==> src/rtl/app_line_buffer_pkg.sv <==
// Shared types and defaults for the application-side line buffer.
package app_line_buffer_pkg;

  // Two-state controller: collect a line, then release it as one burst.
  typedef enum logic {
    ST_FILL  = 1'b0,
    ST_DRAIN = 1'b1
  } lb_state_e;

  // Carriage return ends a line by default.
  localparam logic [7:0]  TERM_CHAR_DEF      = 8'h0D;
  // 1 ms of idle at 48 MHz before a partial line is pushed out.
  localparam int unsigned TIMEOUT_CYCLES_DEF = 48000;

endpackage

==> src/rtl/app_line_buffer_if.sv <==
// Byte-stream pair between bulk_endp (master) and the line buffer (slave).
interface app_line_buffer_if;
  // OUT stream: endpoint -> buffer
  logic [7:0] out_data;
  logic       out_valid;
  logic       out_ready;
  // IN stream: buffer -> endpoint
  logic [7:0] in_data;
  logic       in_valid;
  logic       in_ready;

  modport master (
    output out_data, out_valid, in_ready,
    input  out_ready, in_data, in_valid
  );

  modport slave (
    input  out_data, out_valid, in_ready,
    output out_ready, in_data, in_valid
  );
endinterface

==> src/rtl/app_idle_timer.sv <==
// Saturating idle counter with synchronous clear; expired_o is high while
// the count sits at TIMEOUT_CYCLES-1. TIMEOUT_CYCLES=0 disables it.
module app_idle_timer #(
  parameter int unsigned TIMEOUT_CYCLES = 48000
) (
  input  logic clk_i,
  input  logic rstn_i,
  input  logic clr_i,
  input  logic en_i,
  output logic expired_o
);

  localparam int unsigned TW   = (TIMEOUT_CYCLES > 1) ? $clog2(TIMEOUT_CYCLES) : 1;
  localparam bit          ENA  = (TIMEOUT_CYCLES != 0);
  localparam logic [TW-1:0] LAST = TW'((TIMEOUT_CYCLES == 0) ? 0 : TIMEOUT_CYCLES - 1);

  logic [TW-1:0] cnt_q, cnt_d;

  // Next count: clear wins, otherwise count up and hold at LAST.
  always_comb begin
    cnt_d = cnt_q;
    if (clr_i)
      cnt_d = '0;
    else if (en_i && ENA && (cnt_q != LAST))
      cnt_d = cnt_q + TW'(1);
  end

  // Counter register.
  always_ff @(posedge clk_i or negedge rstn_i) begin
    if (!rstn_i) cnt_q <= '0;
    else         cnt_q <= cnt_d;
  end

  assign expired_o = ENA && (cnt_q == LAST);

endmodule

==> src/rtl/app_line_buffer.sv <==
// Store-and-forward line buffer: collects OUT bytes, then releases them as
// one IN burst on terminator, full buffer, idle timeout or flush.
module app_line_buffer
  import app_line_buffer_pkg::*;
#(
  parameter int unsigned DEPTH          = 64,
  parameter logic [7:0]  TERM_CHAR      = TERM_CHAR_DEF,
  parameter int unsigned TIMEOUT_CYCLES = TIMEOUT_CYCLES_DEF
) (
  input  logic                   clk_i,
  input  logic                   rstn_i,
  app_line_buffer_if.slave       bus,
  input  logic                   flush_i,
  output logic [$clog2(DEPTH):0] level_o,
  output logic                   busy_o
);

  localparam int unsigned PW = $clog2(DEPTH);
  localparam int unsigned LW = PW + 1;
  localparam logic [LW-1:0] FULL = LW'(DEPTH);

  lb_state_e     state_q, state_d;
  logic [PW-1:0] wr_ptr_q, wr_ptr_d;
  logic [PW-1:0] rd_ptr_q, rd_ptr_d;
  logic [LW-1:0] level_q, level_d;
  logic [7:0]    mem_q [DEPTH];

  logic          out_ready, in_valid;
  logic [7:0]    in_data;
  logic          acc, wr_en;
  logic [LW-1:0] level_inc;
  logic          tmr_clr, tmr_en, tmr_exp;

  app_idle_timer #(
    .TIMEOUT_CYCLES(TIMEOUT_CYCLES)
  ) u_timer (
    .clk_i    (clk_i),
    .rstn_i   (rstn_i),
    .clr_i    (tmr_clr),
    .en_i     (tmr_en),
    .expired_o(tmr_exp)
  );

  // Next-state, pointer/level updates and stream outputs.
  always_comb begin
    state_d   = state_q;
    wr_ptr_d  = wr_ptr_q;
    rd_ptr_d  = rd_ptr_q;
    level_d   = level_q;
    out_ready = 1'b0;
    in_valid  = 1'b0;
    in_data   = 8'h00;
    acc       = 1'b0;
    wr_en     = 1'b0;
    level_inc = level_q;
    tmr_clr   = 1'b0;
    tmr_en    = 1'b0;
    unique case (state_q)
      ST_FILL: begin
        out_ready = (level_q < FULL);
        acc       = bus.out_valid && out_ready;
        level_inc = level_q + (acc ? LW'(1) : LW'(0));
        if (acc) begin
          wr_en    = 1'b1;
          wr_ptr_d = wr_ptr_q + PW'(1);
          level_d  = level_inc;
          tmr_clr  = 1'b1;
        end else if (level_q != '0) begin
          tmr_en = 1'b1;
        end
        // All release causes collapse into one transition; the byte taken
        // this cycle is already counted in level_inc and goes out too.
        if ((acc && (bus.out_data == TERM_CHAR)) ||
            (level_inc == FULL) ||
            (flush_i && (level_inc != '0)) ||
            (tmr_exp && (level_q != '0))) begin
          state_d = ST_DRAIN;
          tmr_clr = 1'b1;
        end
      end
      ST_DRAIN: begin
        in_valid = 1'b1;
        in_data  = mem_q[rd_ptr_q];
        tmr_clr  = 1'b1;
        if (bus.in_ready) begin
          if (level_q == LW'(1)) begin
            // Last byte gone: rewind so pointers never wrap.
            state_d  = ST_FILL;
            wr_ptr_d = '0;
            rd_ptr_d = '0;
            level_d  = '0;
          end else begin
            rd_ptr_d = rd_ptr_q + PW'(1);
            level_d  = level_q - LW'(1);
          end
        end
      end
      default: state_d = ST_FILL;
    endcase
  end

  // Control registers.
  always_ff @(posedge clk_i or negedge rstn_i) begin
    if (!rstn_i) begin
      state_q  <= ST_FILL;
      wr_ptr_q <= '0;
      rd_ptr_q <= '0;
      level_q  <= '0;
    end else begin
      state_q  <= state_d;
      wr_ptr_q <= wr_ptr_d;
      rd_ptr_q <= rd_ptr_d;
      level_q  <= level_d;
    end
  end

  // Byte storage; contents are meaningless until written, so no reset.
  always_ff @(posedge clk_i) begin
    if (wr_en) mem_q[wr_ptr_q] <= bus.out_data;
  end

  assign bus.out_ready = out_ready;
  assign bus.in_valid  = in_valid;
  assign bus.in_data   = in_data;
  assign level_o       = level_q;
  assign busy_o        = (state_q == ST_DRAIN);

endmodule

==> src/flat_wrapper.sv <==
// flat-port wrapper written by rule: the top's interface ports become plain ports
module app_line_buffer_flat import app_line_buffer_pkg::*;
#(
  parameter int unsigned DEPTH          = 64,
  parameter logic [7:0]  TERM_CHAR      = TERM_CHAR_DEF,
  parameter int unsigned TIMEOUT_CYCLES = TIMEOUT_CYCLES_DEF
)
  (clk_i, rstn_i, flush_i, level_o, busy_o, bus_out_data, bus_out_valid, bus_in_ready, bus_out_ready, bus_in_data, bus_in_valid);
  app_line_buffer_if bus_i ();
  input  logic clk_i;
  input  logic rstn_i;
  input  logic flush_i;
  output logic [$clog2(DEPTH):0] level_o;
  output logic busy_o;
  input wire logic [$bits(bus_i.out_data)-1:0] bus_out_data;
  input wire logic [$bits(bus_i.out_valid)-1:0] bus_out_valid;
  input wire logic [$bits(bus_i.in_ready)-1:0] bus_in_ready;
  output wire logic [$bits(bus_i.out_ready)-1:0] bus_out_ready;
  output wire logic [$bits(bus_i.in_data)-1:0] bus_in_data;
  output wire logic [$bits(bus_i.in_valid)-1:0] bus_in_valid;
  assign bus_i.out_data = bus_out_data;
  assign bus_i.out_valid = bus_out_valid;
  assign bus_i.in_ready = bus_in_ready;
  assign bus_out_ready = bus_i.out_ready;
  assign bus_in_data = bus_i.in_data;
  assign bus_in_valid = bus_i.in_valid;
  app_line_buffer #(.DEPTH(DEPTH), .TERM_CHAR(TERM_CHAR), .TIMEOUT_CYCLES(TIMEOUT_CYCLES)) u_core (.clk_i(clk_i), .rstn_i(rstn_i), .bus(bus_i), .flush_i(flush_i), .level_o(level_o), .busy_o(busy_o));
endmodule
==> config.mk <==
export PLATFORM = sky130hd
export DESIGN_NAME = app_line_buffer_flat
export DESIGN_NICKNAME = d
export VERILOG_FILES = /design/src/rtl/app_line_buffer_pkg.sv /design/src/rtl/app_line_buffer_if.sv /design/src/rtl/app_idle_timer.sv /design/src/rtl/app_line_buffer.sv /design/src/flat_wrapper.sv
export SDC_FILE = /design/constraint.sdc
export NUM_CORES = 1
export LEC_CHECK = 0
export BUFFER_PORTS_ARGS = -buffer_cell sky130_fd_sc_hd__clkbuf_2
export CELL_PAD_IN_SITES_DETAIL_PLACEMENT = 0
export CELL_PAD_IN_SITES_GLOBAL_PLACEMENT = 1
export CORE_AREA = 2 2 305 156
export DETAILED_ROUTE_END_ITERATION = 16
export DIE_AREA = 0 0 307 158
export PLACE_DENSITY = 0.74
export SYNTH_ARGS = -nofsm -noshare
export SYNTH_HDL_FRONTEND = slang
export SYNTH_SLANG_ARGS = --single-unit
==> constraint.sdc <==
create_clock -name clk_i -period 2.6 [get_ports clk_i]
set_input_delay 0.26 -clock clk_i [delete_from_list [all_inputs] [get_ports clk_i]]
set_output_delay 0.26 -clock clk_i [all_outputs]
set_load 0.05 [all_outputs]
# ---- Word level (Yosys, flattened, before mapping)
# Memories as Yosys holds them, arrays and structs flattened.
# Cells that the tools add are included.
# W data, S select, Z words.
dict set report totals {
  out_inout_bits 18
  ram_bits 512
  n_memories 1
  reg_bits 36
  wordCells 63
  inputBits 13
}
# memory words word_bits rd rd_ports_with_merged_regs write_ports line_no
set mem_list {}
lappend mem_list {u_core.mem_q 64 8 1 0 1 app_line_buffer.sv:26} ;# logic [7:0] mem_q [DEPTH];
dict set report classes {
  n_mux 28
  reduce_logical 14
  eq_ne 8
  n_bitwise 1
  add_sub_neg 5
  magnitude_cmp 1
}
# operator n
set op_table {}
lappend op_table {{$mux W16} 2}
lappend op_table {{$mux W6} 4}
lappend op_table {{$mux W7} 3}
lappend op_table {{$add A16 B1 Y16 const B} 1}
lappend op_table {{$eq A16 B16 Y1 const B} 1}
lappend op_table {{$ne A16 B16 Y1 const B} 1}
lappend op_table {{$mux W1} 14}
lappend op_table {{$pmux W7 S2} 1}
lappend op_table {{$reduce_bool A7 Y1} 2}
lappend op_table {{$add A6 B1 Y6 const B} 2}
lappend op_table {{$pmux W6 S2} 1}
lappend op_table {{$eq A8 B4 Y1 const B} 1}
lappend op_table {{$mux W8} 1}
lappend op_table {{$add A7 B7 Y7} 1}
lappend op_table {{$eq A7 B1 Y1 const B} 1}
lappend op_table {{$eq A7 B7 Y1 const B} 1}
lappend op_table {{$lt A7 B7 Y1 const B} 1}
lappend op_table {{$sub A7 B1 Y7 const B} 1}
lappend op_table {{$logic_and A1 B1 Y1} 5}
lappend op_table {{$ne A2 B2 Y1 const B} 2}
lappend op_table {{$pmux W1 S2} 2}
lappend op_table {{$reduce_and A2 Y1} 2}
lappend op_table {{$logic_or A1 B1 Y1} 3}
lappend op_table {{$reduce_and A3 Y1} 1}
lappend op_table {{3 further kinds} 3}

# ---- Longest topological paths before layout
# Gate-level depths: netlist (run 1).
dict set report depth {
  depth_word 11
  ltp_mapped 10
  mapped_depth_nobuf 8
}

# ---- By module
# Synthesis (run 1) repeated with hierarchy kept, for this count alone.
dict set report unflattened {
  hier_cells 1242
  hier_area_um2 22306.4
}
# mod area_each_um2 seq_area_each_um2 cells_each instances
set modules_own_cells {}
lappend modules_own_cells {app_line_buffer 21418.0 15875.2 1153 1}
lappend modules_own_cells {app_idle_timer 888.4 400.4 89 1}

# ---- Least setup slack after synthesis (run 1)
# OpenSTA, ideal clock, no wires.
dict set report synth_path {
  path_type {reg-to-reg}
  from {reg u_core.state_q, in the netlist u_core.busy_o}
  to {mem u_core.mem_q[59][0] (enable)}
  setup_ps 370
  stages_incl_launch_ff 7
  t_arrival_ps 2729
  required_time_ps 2230
  path_slack_ps -500
  period_less_slack_ps 3100
  n_path_buf 1
  cell_sequence {dfrtp_1 clkbuf_1 nor2_1 nand2_1 nor2_1 nand3_1 nor2_1}
}
dict set report synth_via {
  elab_chain_cells 3
}
# element line_no
set synth_lines {}
lappend synth_lines {{start, declared} app_line_buffer.sv:22} ;# lb_state_e state_q, state_d;
lappend synth_lines {{start signal, assigned} app_line_buffer.sv:110} ;# state_q <= state_d;
lappend synth_lines {{$mux W1} app_line_buffer.sv:58} ;# unique case (state_q)
lappend synth_lines {{$mux W1} app_line_buffer.sv:119} ;# if (wr_en) mem_q[wr_ptr_q] <= bus.out_data;
lappend synth_lines {{$mux W1 (not written as such)} app_line_buffer.sv:119}
lappend synth_lines {{end, declared} app_line_buffer.sv:26}
# No other way between the ends.

# ---- Worst setup path after layout (run 1)
dict set report layout_path {
  from {reg u_core.rd_ptr_q[0]}
  to {out bus_in_data[1]}
}
dict set report layout_via {
  elab_chain_cells 2
}
# element line_no
set layout_lines {}
lappend layout_lines {{start, declared} app_line_buffer.sv:24} ;# logic [PW-1:0] rd_ptr_q, rd_ptr_d;
lappend layout_lines {{start signal, assigned} app_line_buffer.sv:112} ;# rd_ptr_q <= rd_ptr_d;
lappend layout_lines {{$mem_v2 Z64 W8} -}
lappend layout_lines {{$mux W8} app_line_buffer.sv:58}
lappend layout_lines {{end, declared} flat_wrapper.sv:19} ;# output wire logic [$bits(bus_i.in_data)-1:0] bus_in_data;
# No other way between the ends.

==> run_results.csv, run 1 <==
group,metric,value,unit
clock_tree,clk_pin_slew_worst_paths,0.07,ns
power,power_frac_clock,27.7,%
floorplan,start_util,48.2,%
sta,timing.final.crit_period,3.15,ns
power,comb_power_share,34.3,%
drt,first_iter_violations,1626,
global_routing,grt_overflow,0,
cells_and_area,drive_gt1_share,29.7,%
setup_path,crit_family,"compound AO/OA/AOI/OAI gates",
min_path,hold_path_class,"primary input to register",
clock_tree,cts-root-buf,"clkbuf_16",
job,drv_cap,0,
global_routing,antenna_found_initial,2,
setup_path,path_buf_inv,3,
logic_synthesis,synth.top_cell.area_share,69.1,%
logic_synthesis,ys_ff_latch,548,
logic_synthesis,synthCells,1255,
sta,slew_violations,0,
cells_and_area,final_cells,2087,
logic_synthesis,ys_seq_area_share,73.2,%
setup_path,critPathKind,"register to output port",
drt,ant_nets,0,
cells_and_area,mostFrequentLayoutCells,"edfxtp_1 (512), buf_4 (151), mux2i_1 (109)",
logic_synthesis,synth_area_leaders,"edfxtp_1 (69%), mux4_2 (7.9%), mux2i_1 (5.4%)",
sta,hold_ws,0.0547,ns
logic_synthesis,synth_largest_area_cell,"edfxtp_1",
power,p_sw,0.00846,W
sta,finalCritPeriodShare,121,%
drt,vias,12700,
drt,dr.pass1.iters,6,
power,ir_drop,0.624,mV
place,globalplace.congestion,0.957,
setup_path,cp_slowest_cell,"mux4_2",
floorplan,core-area,0.0461,mm²
floorplan,num_rows,56,
setup_path,cp_max_fo,14,
power,internal_power,0.0178,W
setup_path,crit_top_cell,"buf_12",
cells_and_area,final_common_cell,"edfxtp_1",
power,pwr_density_cell,995,mW/mm²
global_routing,track_usage,24.2,%
outcome,status,"finished, violations left",
clock_tree,cts_made_buffers,47,
logic_synthesis,syn_area_per_cell,17.7,µm²
power,p_seq_share,38.0,%
clock_tree,clkSinkCount,548,
sta,tightest_slew,0.799,ns
setup_path,cp.arrival,2.89,ns
place,port_buffers,30,
power,leakage,8.85,nW
setup_path,end_kind,"output port",
setup_path,critPathLaunchType,"register",
sta,clock_skew,0.0222,ns
drt,wl_per_cell,27.8,µm
logic_synthesis,yosysUniqueCellTypes,64,
place,hpwl,38200,µm
logic_synthesis,async_flop_share,6.57,%
logic_synthesis,yosysWarnings,0,
outcome,violations,"negative setup slack",
logic_synthesis,synth_area,0.0222,mm²
setup_path,crit_chain,"buf_12, buf_16, mux4_2, a211oi_2, a21oi_1, a22o_1, buf_12",
clock_tree,insertion_delay,0.58,ns
clock_tree,cts_tree,"built",
power,p_sw_share,32.2,%
place,dp_slack,-0.190,ns
place,place_inst,1991,
sta,setup_viol_count_final,8,
setup_path,max_stage_delay,0.52,ns
drt,drc,0,
global_routing,grt_max_degree,65,
sta,grt_setup_unrepaired,"true",
setup_path,critPathRequiredTime,2.34,ns
sta,setup_ws,-0.551,ns
floorplan,ioPinCount,31,
clock_tree,h-tree-depth,2,
floorplan,dieArea,0.0485,mm²
floorplan,fp.dieH,158,µm
drt,avgViaCountPerCell,6.09,
cells_and_area,antennaDiodeCount,0,
logic_synthesis,syn-num-nets,1275,
clock_tree,clock_path_buffers,3,
logic_synthesis,synth_edf_count,512,
sta,fmax,317,MHz
logic_synthesis,synth-main-ff-cell,"edfxtp_1",
cells_and_area,fin_nets,1459,
cells_and_area,syn_to_final_growth,18.8,%
floorplan,die_x,307,µm
global_routing,grt_first_pass_wirelength,84200,µm
sta,relSlewSlack,46.7,%
global_routing,first_global_vias,12400,
sta,finalHoldViolations,0,
drt,finalWirelength,58100,µm
cell usage after synthesis, types with 5 or more instances:
library cell / count
buf_1: 9
nand3_1: 13
o22ai_1: 20
ha_1: 7
nor3b_1: 5
o21ai_1: 20
nand4_1: 10
nor2_1: 83
dfrtp_1: 36
o211ai_1: 5
a221oi_1: 15
nor2_2: 10
nor2b_1: 7
o221ai_1: 16
o21ai_0: 29
a31oi_1: 5
mux4_2: 78
clkbuf_1: 32
or3_1: 5
a22o_1: 9
nand2_1: 32
buf_4: 12
mux2i_1: 120
a21oi_1: 47
a211oi_1: 18
inv_1: 9
xor2_1: 11
edfxtp_1: 512
buf_2: 15
power groups by stage:
| stage | logic [W] | clock network (W) | registers [W] |
|---|---|---|---|
| 2_1_floorplan | 0.00480 | 0 | 0.0102 |
| 3_3_place_gp | 0.00827 | 0 | 0.0102 |
| 3_5_place_dp | 0.00830 | 0 | 0.0102 |
| 4_1_cts | 0.00867 | 0.00738 | 0.00998 |
| 5_1_grt | 0.00941 | 0.00770 | 0.0100 |
| 6_report | 0.00901 | 0.00727 | 0.0100 |
registers in the layout, indices dropped and copies added (netlist names):
signal                cells
u_core.busy_o             1
u_core.level_o            7
u_core.mem_q            512
u_core.rd_ptr_q           6
u_core.u_timer.cnt_q     16
u_core.wr_ptr_q           6
routing by layer:
layer | vias to the layer above | wire, µm | global-route usage, %
met4 | 2 | 980 | 4.58
met2 | 636 | 23300 | 32.8
met1 | 6540 | 26800 | 37.5
met5 | - | 10 | 0
met3 | 76 | 6990 | 8.81
li1 | 5456 | - | -
per-stage QoR:
step           power (W)  cell area, µm²  setup TNS [ns]  util (%)
2_1_floorplan     0.0150           22300          -0.848         -
4_1_cts           0.0260           26200           -3.91      56.9
3_3_place_gp      0.0184           24400          -0.719      52.9
3_5_place_dp      0.0185           24400          -0.507      52.9
6_report          0.0263           26400           -4.06      57.3
5_1_grt           0.0271           26400           -4.40      57.3
worst reg2reg max path: stages, from the launching register on:
cell and delay [ns]:
dfrtp_1 0.45, ha_1 0.26, and3_4 0.20, or3_4 0.33, a2111oi_4 0.33, buf_4 0.19, mux2i_2 0.27, buf_12 0.20
a21oi_1 0.06
cells by family after synthesis:
family / Yosys count / synth area share [%]
fa+ha+maj: 7 / 0.394
simple gates: 203 / 4.65
xor+xnor: 14 / 0.551
buf+inv: 81 / 1.72
mux: 198 / 13.3
flops: 548 / 73.2
compound gates: 204 / 6.18
path summary, 6_finish.rpt:
kind	from	to	slack (ns)	cells after the start
min in group asynchronous	rstn_i	u_core.u_timer.cnt_q[9]$_DFFE_PN0P_	0.25	2
worst min-delay path	bus_out_valid	u_core.level_o[6]$_DFFE_PN0P_	0.05	3
worst max-delay path	u_core.rd_ptr_q[0]$_DFFE_PN0P_	bus_in_data[1]	-0.55	7
max in group asynchronous	rstn_i	u_core.rd_ptr_q[4]$_DFFE_PN0P_	1.68	3
worst min register to register	u_core.rd_ptr_q[5]$_DFFE_PN0P_	u_core.rd_ptr_q[5]$_DFFE_PN0P_	0.51	1
worst max register to register	u_core.level_o[0]$_DFFE_PN0P_	u_core.u_timer.cnt_q[11]$_DFFE_PN0P_	0.19	8
area by class of cell:
cell class | count | area (µm²)
timing repair buffer | 205 | 1860
fill | 3473 | 19700
clock buffer | 62 | 1310
multi-input combinational | 626 | 5870
tap | 609 | 762
clock inverter | 26 | 285
inverter | 11 | 41.3
sequential | 548 | 16300
what timing repair did:
action	in CTS	in global routing
pin swaps	1	6
endpoints found under the setup margin	8	24
setup buffers	2	3
hold endpoints to repair	22	0
gates resized for setup	41	33
gates cloned	1	1
hold buffers	1	0
Note: power is estimated with default switching activity, not from simulation.
==> inputs of run 2 (changes only) <==
==> constraint.sdc (replaced) <==
create_clock -name clk_i -period 2.6 [get_ports clk_i]
set_input_delay 0.26 -clock clk_i [delete_from_list [all_inputs] [get_ports clk_i]]
set_output_delay 0.26 -clock clk_i [all_outputs]
set_load 0.02 [all_outputs]
==> run_results.csv, run 2 (synthesis gave the netlist of run 1 again) <==
group,metric,value,unit
setup_path,critPathRequiredTime,2.34,ns
global_routing,antenna_found_initial,2,
global_routing,first_global_vias,12300,
cells_and_area,syn_to_final_growth,20.5,%
setup_path,cp.arrival,2.81,ns
floorplan,num_rows,56,
outcome,violations,"negative setup slack",
cells_and_area,drive_gt1_share,32.8,%
setup_path,ff2ff_path_depth,8,
setup_path,regToRegStartpoint,"u_core.level_o[6]$_DFFE_PN0P_",
clock_tree,cts-root-buf,"clkbuf_16",
cells_and_area,antennaDiodeCount,0,
min_path,hold_path_class,"primary input to register",
clock_tree,clk_pin_slew_worst_paths,0.07,ns
sta,clock_skew,0.0257,ns
global_routing,grt_first_pass_wirelength,83800,µm
clock_tree,clkSinkCount,548,
power,ir_drop,0.612,mV
sta,fmax,326,MHz
clock_tree,cts_tree,"built",
clock_tree,insertion_delay,0.59,ns
place,hpwl,38400,µm
clock_tree,cts_made_buffers,47,
setup_path,critPathLaunchType,"register",
setup_path,cp_slowest_cell,"mux4_2",
setup_path,critPathKind,"register to output port",
cells_and_area,final_common_cell,"edfxtp_1",
sta,grt_setup_unrepaired,"true",
place,place_inst,2024,
global_routing,track_usage,24.1,%
place,port_buffers,30,
cells_and_area,final_util,58.1,%
setup_path,max_stage_delay,0.51,ns
floorplan,ioPinCount,31,
cells_and_area,final_cells,2128,
job,drv_cap,0,
drt,avgViaCountPerCell,6.04,
sta,finalCritPeriodShare,118,%
sta,tightest_slew,0.786,ns
sta,relSlewSlack,47.6,%
setup_path,cp.depth,8,
drt,vias,12900,
outcome,status,"finished, violations left",
power,leakage,9.08,nW
power,pwr_density_cell,976,mW/mm²
global_routing,grt_max_degree,65,
power,power,0.0262,W
cells_and_area,largest_reg_flops,512,
setup_path,path_buf_inv,4,
place,dp_slack,-0.0726,ns
drt,finalWirelength,58600,µm
sta,finalHoldViolations,0,
floorplan,dieArea,0.0485,mm²
floorplan,core-area,0.0461,mm²
sta,timing.final.crit_period,3.07,ns
drt,wl_per_cell,27.5,µm
cells_and_area,fin_nets,1502,
setup_path,r2r_slack,0.10,ns
cells_and_area,largest-register,"u_core.mem_q",
drt,first_iter_violations,1593,
sta,slew_violations,0,
setup_path,rr_endpoint,"u_core.u_timer.cnt_q[13]$_DFFE_PN0P_",
clock_tree,clock_path_buffers,3,
floorplan,fp.dieH,158,µm
drt,drc,0,
clock_tree,h-tree-depth,2,
global_routing,grt_overflow,0,
setup_path,crit_chain,"buf_6, buf_12, mux4_2, a211oi_2, buf_4, a21oi_1, a22o_1, buf_4",
sta,setup_viol_count_final,8,
setup_path,crit_family,"compound AO/OA/AOI/OAI gates",
setup_path,critPathCapture,"bus_in_data[2]",
place,globalplace.congestion,0.833,
setup_path,crit_top_cell,"buf_4",
cells_and_area,mostFrequentLayoutCells,"edfxtp_1 (512), buf_4 (184), mux2i_1 (109)",
drt,dr.pass1.iters,5,
setup_path,cp_max_fo,8,
sta,setup_ws,-0.466,ns
drt,ant_nets,0,
sta,hold_ws,0.0695,ns
floorplan,start_util,48.2,%
setup_path,end_kind,"output port",
floorplan,die_x,307,µm
setup_path,critPathLaunch,"u_core.rd_ptr_q[0]$_DFFE_PN0P_",
-- run 2: changes by cell type in the layout (fill, tap and decap cells not counted), moves of 7 or more --
cell and change:
buf_4 +33, a221oi_2 +7, a21oi_1 -11, buf_6 +11, a21oi_2 +10, a221oi_1 -7
-- run 2: final cells by class --
cell class / instances / area, µm²
fillers: 3440 / 19300
flip-flops and latches: 548 / 16300
multi-input cells: 626 / 5990
repair buffers: 248 / 2190
clock buffers: 58 / 1220
well taps: 609 / 762
clock inverters: 28 / 317
inverters: 11 / 41.3
-- run 2: power breakdown --
group	total (W)	internal (W)	leakage (nW)	switching, W
Clock	0.00719	0.00396	0.755	0.00322
Combinational	0.00900	0.00418	3.26	0.00482
Sequential	0.00998	0.00975	5.07	0.000235
Total	0.0262	0.0179	9.08	0.00828
-- run 2: timing repair --
| item | in CTS | in global routing |
|---|---|---|
| resized for setup | 35 | 91 |
| hold buffers | 1 | 0 |
| pin swaps | 4 | 30 |
| endpoints found under the setup margin | 8 | 33 |
| setup buffers | 8 | 4 |
| gates cloned | 1 | 5 |
| endpoints found under the hold margin | 27 | 0 |
-- run 2: how the worst min path moves through the flow --
stage | end | from | slack, ns | cells past startpoint
after floorplan | u_core.busy_o$_DFF_PN0_ | rstn_i | -0.04 | 0
after global placement | u_core.u_timer.cnt_q[11]$_DFFE_PN0P_ | rstn_i | 0.36 | 1
after detailed placement | u_core.u_timer.cnt_q[11]$_DFFE_PN0P_ | rstn_i | 0.37 | 1
after CTS | u_core.u_timer.cnt_q[6]$_DFFE_PN0P_ | flush_i | 0.05 | 3
after global routing | u_core.u_timer.cnt_q[6]$_DFFE_PN0P_ | flush_i | 0.06 | 3
final | u_core.u_timer.cnt_q[6]$_DFFE_PN0P_ | flush_i | 0.07 | 3
-- run 2: per-stage QoR --
| stage | setup TNS (ns) | cell area, µm² |
|---|---|---|
| final | -3.55 | 26800 |
| after global routing | -4.15 | 26800 |
| after CTS | -3.89 | 26300 |
| after detailed placement | -0.134 | 24500 |
| after global placement | -0.153 | 24500 |
| after floorplan | 0 | 22200 |
-- run 2: routing by layer --
layer | share of wire (%) | GRT usage, % | up-vias
li1 | - | - | 5526
met1 | 47 | 38.1 | 6620
met2 | 40 | 32.5 | 638
met3 | 12 | 8.33 | 68
met4 | 1.4 | 3.74 | 0
met5 | 0 | 0 | -
-- run 2: tightest hold or removal path: stages --
cell      delay (ns)
clkbuf_2        0.10
mux2i_1         0.09
nor4b_1         0.15
==> inputs of run 3 (changes only) <==
--- a/config.mk
+++ b/config.mk
@@ -8,10 +8,11 @@
 export BUFFER_PORTS_ARGS = -buffer_cell sky130_fd_sc_hd__clkbuf_2
 export CELL_PAD_IN_SITES_DETAIL_PLACEMENT = 0
 export CELL_PAD_IN_SITES_GLOBAL_PLACEMENT = 1
-export CORE_AREA = 2 2 305 156
+export CORE_AREA = 2 2 341 174
 export DETAILED_ROUTE_END_ITERATION = 16
-export DIE_AREA = 0 0 307 158
-export PLACE_DENSITY = 0.74
+export DIE_AREA = 0 0 343 176
+export PLACE_DENSITY = 0.62
+export SETUP_SLACK_MARGIN = 0.3
 export SYNTH_ARGS = -nofsm -noshare
 export SYNTH_HDL_FRONTEND = slang
 export SYNTH_SLANG_ARGS = --single-unit
==> run_results.csv, run 3 (synthesis gave the netlist of run 1 again) <==
group,metric,value,unit
setup_path,cp_slowest_cell,"dfrtp_4",
sta,relSlewSlack,48.3,%
setup_path,cp.arrival,2.88,ns
clock_tree,cts-root-buf,"clkbuf_16",
sta,tightest_slew,0.776,ns
sta,setup_ws,-0.545,ns
outcome,status,"finished, violations left",
floorplan,fp.dieH,176,µm
clock_tree,cts_made_buffers,50,
drt,dr.pass1.iters,5,
setup_path,critPathLaunchType,"register",
floorplan,dieArea,0.0604,mm²
global_routing,track_usage,19.0,%
setup_path,end_kind,"output port",
cells_and_area,fillers,4849,
clock_tree,cts_tree,"built",
cells_and_area,final_util,47.1,%
sta,setup_viol_count_final,8,
drt,route.met2.wl,26400,µm
sta,hold_ws,0.0420,ns
drt,avgViaCountPerCell,5.48,
sta,slew_violations,0,
place,port_buffers,30,
job,drv_cap,0,
cells_and_area,antennaDiodeCount,0,
floorplan,start_util,38.9,%
setup_path,crit_top_cell,"buf_12",
setup_path,crit_chain,"buf_12, buf_12, buf_12, mux2i_1, a221oi_2, o21ai_1, a21oi_2, a22o_1, clkbuf_8",
cells_and_area,fin_nets,1471,
clock_tree,clock_path_buffers,3,
floorplan,core-area,0.0571,mm²
global_routing,first_global_vias,12600,
floorplan,ioPinCount,31,
sta,grt_setup_unrepaired,"true",
clock_tree,insertion_delay,0.58,ns
power,pwr_density_cell,964,mW/mm²
cells_and_area,multi_input_area,0.00604,mm²
cells_and_area,mostFrequentLayoutCells,"edfxtp_1 (512), buf_4 (150), mux2i_1 (113)",
clock_tree,clkSinkCount,548,
cells_and_area,largest-register,"u_core.mem_q",
sta,finalHoldViolations,0,
setup_path,critPathRequiredTime,2.34,ns
sta,clock_skew,0.0190,ns
clock_tree,h-tree-depth,2,
min_path,hold_path_class,"primary input to register",
global_routing,grt_max_degree,41,
place,globalplace.congestion,0.866,
power,leakage,8.88,nW
global_routing,grt_first_pass_wirelength,83900,µm
drt,wl_per_cell,25.3,µm
drt,drc,0,
setup_path,critPathKind,"register to output port",
drt,first_iter_violations,1370,
drt,wl_met3,4000,µm
power,ir_drop,0.558,mV
cells_and_area,drive_gt1_share,31.3,%
floorplan,die_x,343,µm
global_routing,grt_overflow,0,
drt,vias,12400,
place,hpwl,36800,µm
cells_and_area,syn_to_final_growth,20.8,%
cells_and_area,ff_latch_area,0.0163,mm²
drt,highest_layer,"met4",
floorplan,num_rows,62,
drt,wl_met1,25700,µm
setup_path,max_stage_delay,0.51,ns
global_routing,antenna_found_initial,1,
outcome,violations,"negative setup slack",
setup_path,cp_max_fo,6,
setup_path,crit_family,"compound AO/OA/AOI/OAI gates",
clock_tree,clk_pin_slew_worst_paths,0.07,ns
sta,timing.final.crit_period,3.14,ns
cells_and_area,final_common_cell,"edfxtp_1",
drt,ant_nets,0,
drt,finalWirelength,57000,µm
setup_path,path_buf_inv,4,
sta,finalCritPeriodShare,121,%
cells_and_area,largest_reg_flops,512,
sta,fmax,318,MHz
==> run 3: cell count changes in the layout (fill, tap and decap cells not counted), moves of 5 or more <==
cell / previous run / this run
clkinv_1: 9 / 14
buf_4: 184 / 150
clkinv_2: 9 / 4
buf_12: 16 / 21
nor2_4: 0 / 20
o221ai_2: 7 / 0
buf_6: 16 / 10
nor2_1: 82 / 60
a21oi_1: 23 / 38
a21oi_2: 22 / 9
o221ai_1: 9 / 16
==> run 3: layout make-up <==
type | count | area share (%)
flip-flops and latches | 548 | 60.6
multi-input cells | 626 | 22.5
clock buffers | 60 | 4.80
repair buffers | 214 | 7.20
clock inverters | 30 | 1.16
inverters | 11 | 0.154
well taps | 768 | 3.58
==> run 3: worst paths after layout <==
| kind | from | endpoint | slack [ns] | cells after the start |
|---|---|---|---|---|
| worst min register to register | u_core.rd_ptr_q[5]$_DFFE_PN0P_ | u_core.rd_ptr_q[5]$_DFFE_PN0P_ | 0.52 | 1 |
| worst max-delay path | u_core.rd_ptr_q[0]$_DFFE_PN0P_ | bus_in_data[4] | -0.54 | 9 |
| worst max register to register | u_core.level_o[0]$_DFFE_PN0P_ | u_core.u_timer.cnt_q[9]$_DFFE_PN0P_ | 0.38 | 7 |
| worst min-delay path | bus_out_valid | u_core.level_o[6]$_DFFE_PN0P_ | 0.04 | 3 |
| max in group asynchronous | rstn_i | u_core.u_timer.cnt_q[12]$_DFFE_PN0P_ | 1.73 | 3 |
| min in group asynchronous | rstn_i | u_core.level_o[1]$_DFFE_PN0P_ | 0.21 | 2 |
==> run 3: per-layer routing <==
layer	global-route usage (%)	vias to the layer above
met5	0	-
met4	3.82	0
met3	4.65	63
met2	29.8	342
met1	27.1	6488
li1	-	5474
==> run 3: repair_timing <==
item / in CTS / in global routing
gates cloned: 3 / 0
endpoints found under the hold margin: 20 / 0
pin swaps: 16 / 15
hold buffers: 1 / 0
buffers inserted: 16 / 12
resized for setup: 60 / 51
setup endpoints to repair: 32 / 185
==> run 3: worst reg2reg max path, stage by stage (launching register included) <==
cell,delay [ns]
dfrtp_2,0.45
ha_4,0.18
and3_4,0.18
or3_4,0.34
a2111oi_4,0.39
mux2i_2,0.31
buf_12,0.19
a21oi_1,0.06
==> run 3: report_power, final <==
part,switching [W],internal [W]
clock,0.00319,0.00413
sequential,0.000299,0.00975
combinational,0.00453,0.00400
total,0.00801,0.0179
==> run 3: through the flow <==
| stage | setup WS (ns) | area (µm²) | TNS, ns | cells | power [W] |
|---|---|---|---|---|---|
| 2_1_floorplan | 0.181 | 22400 | 0 | 1255 | 0.0146 |
| 3_3_place_gp | -0.205 | 24500 | -0.368 | 2135 | 0.0176 |
| 3_5_place_dp | -0.221 | 24500 | -0.346 | 2135 | 0.0176 |
| 4_1_cts | -0.530 | 26500 | -4.09 | 2245 | 0.0257 |
| 5_1_grt | -0.598 | 26900 | -4.55 | 2257 | 0.0269 |
| 6_report | -0.545 | 26900 | -3.93 | 2257 | 0.0259 |
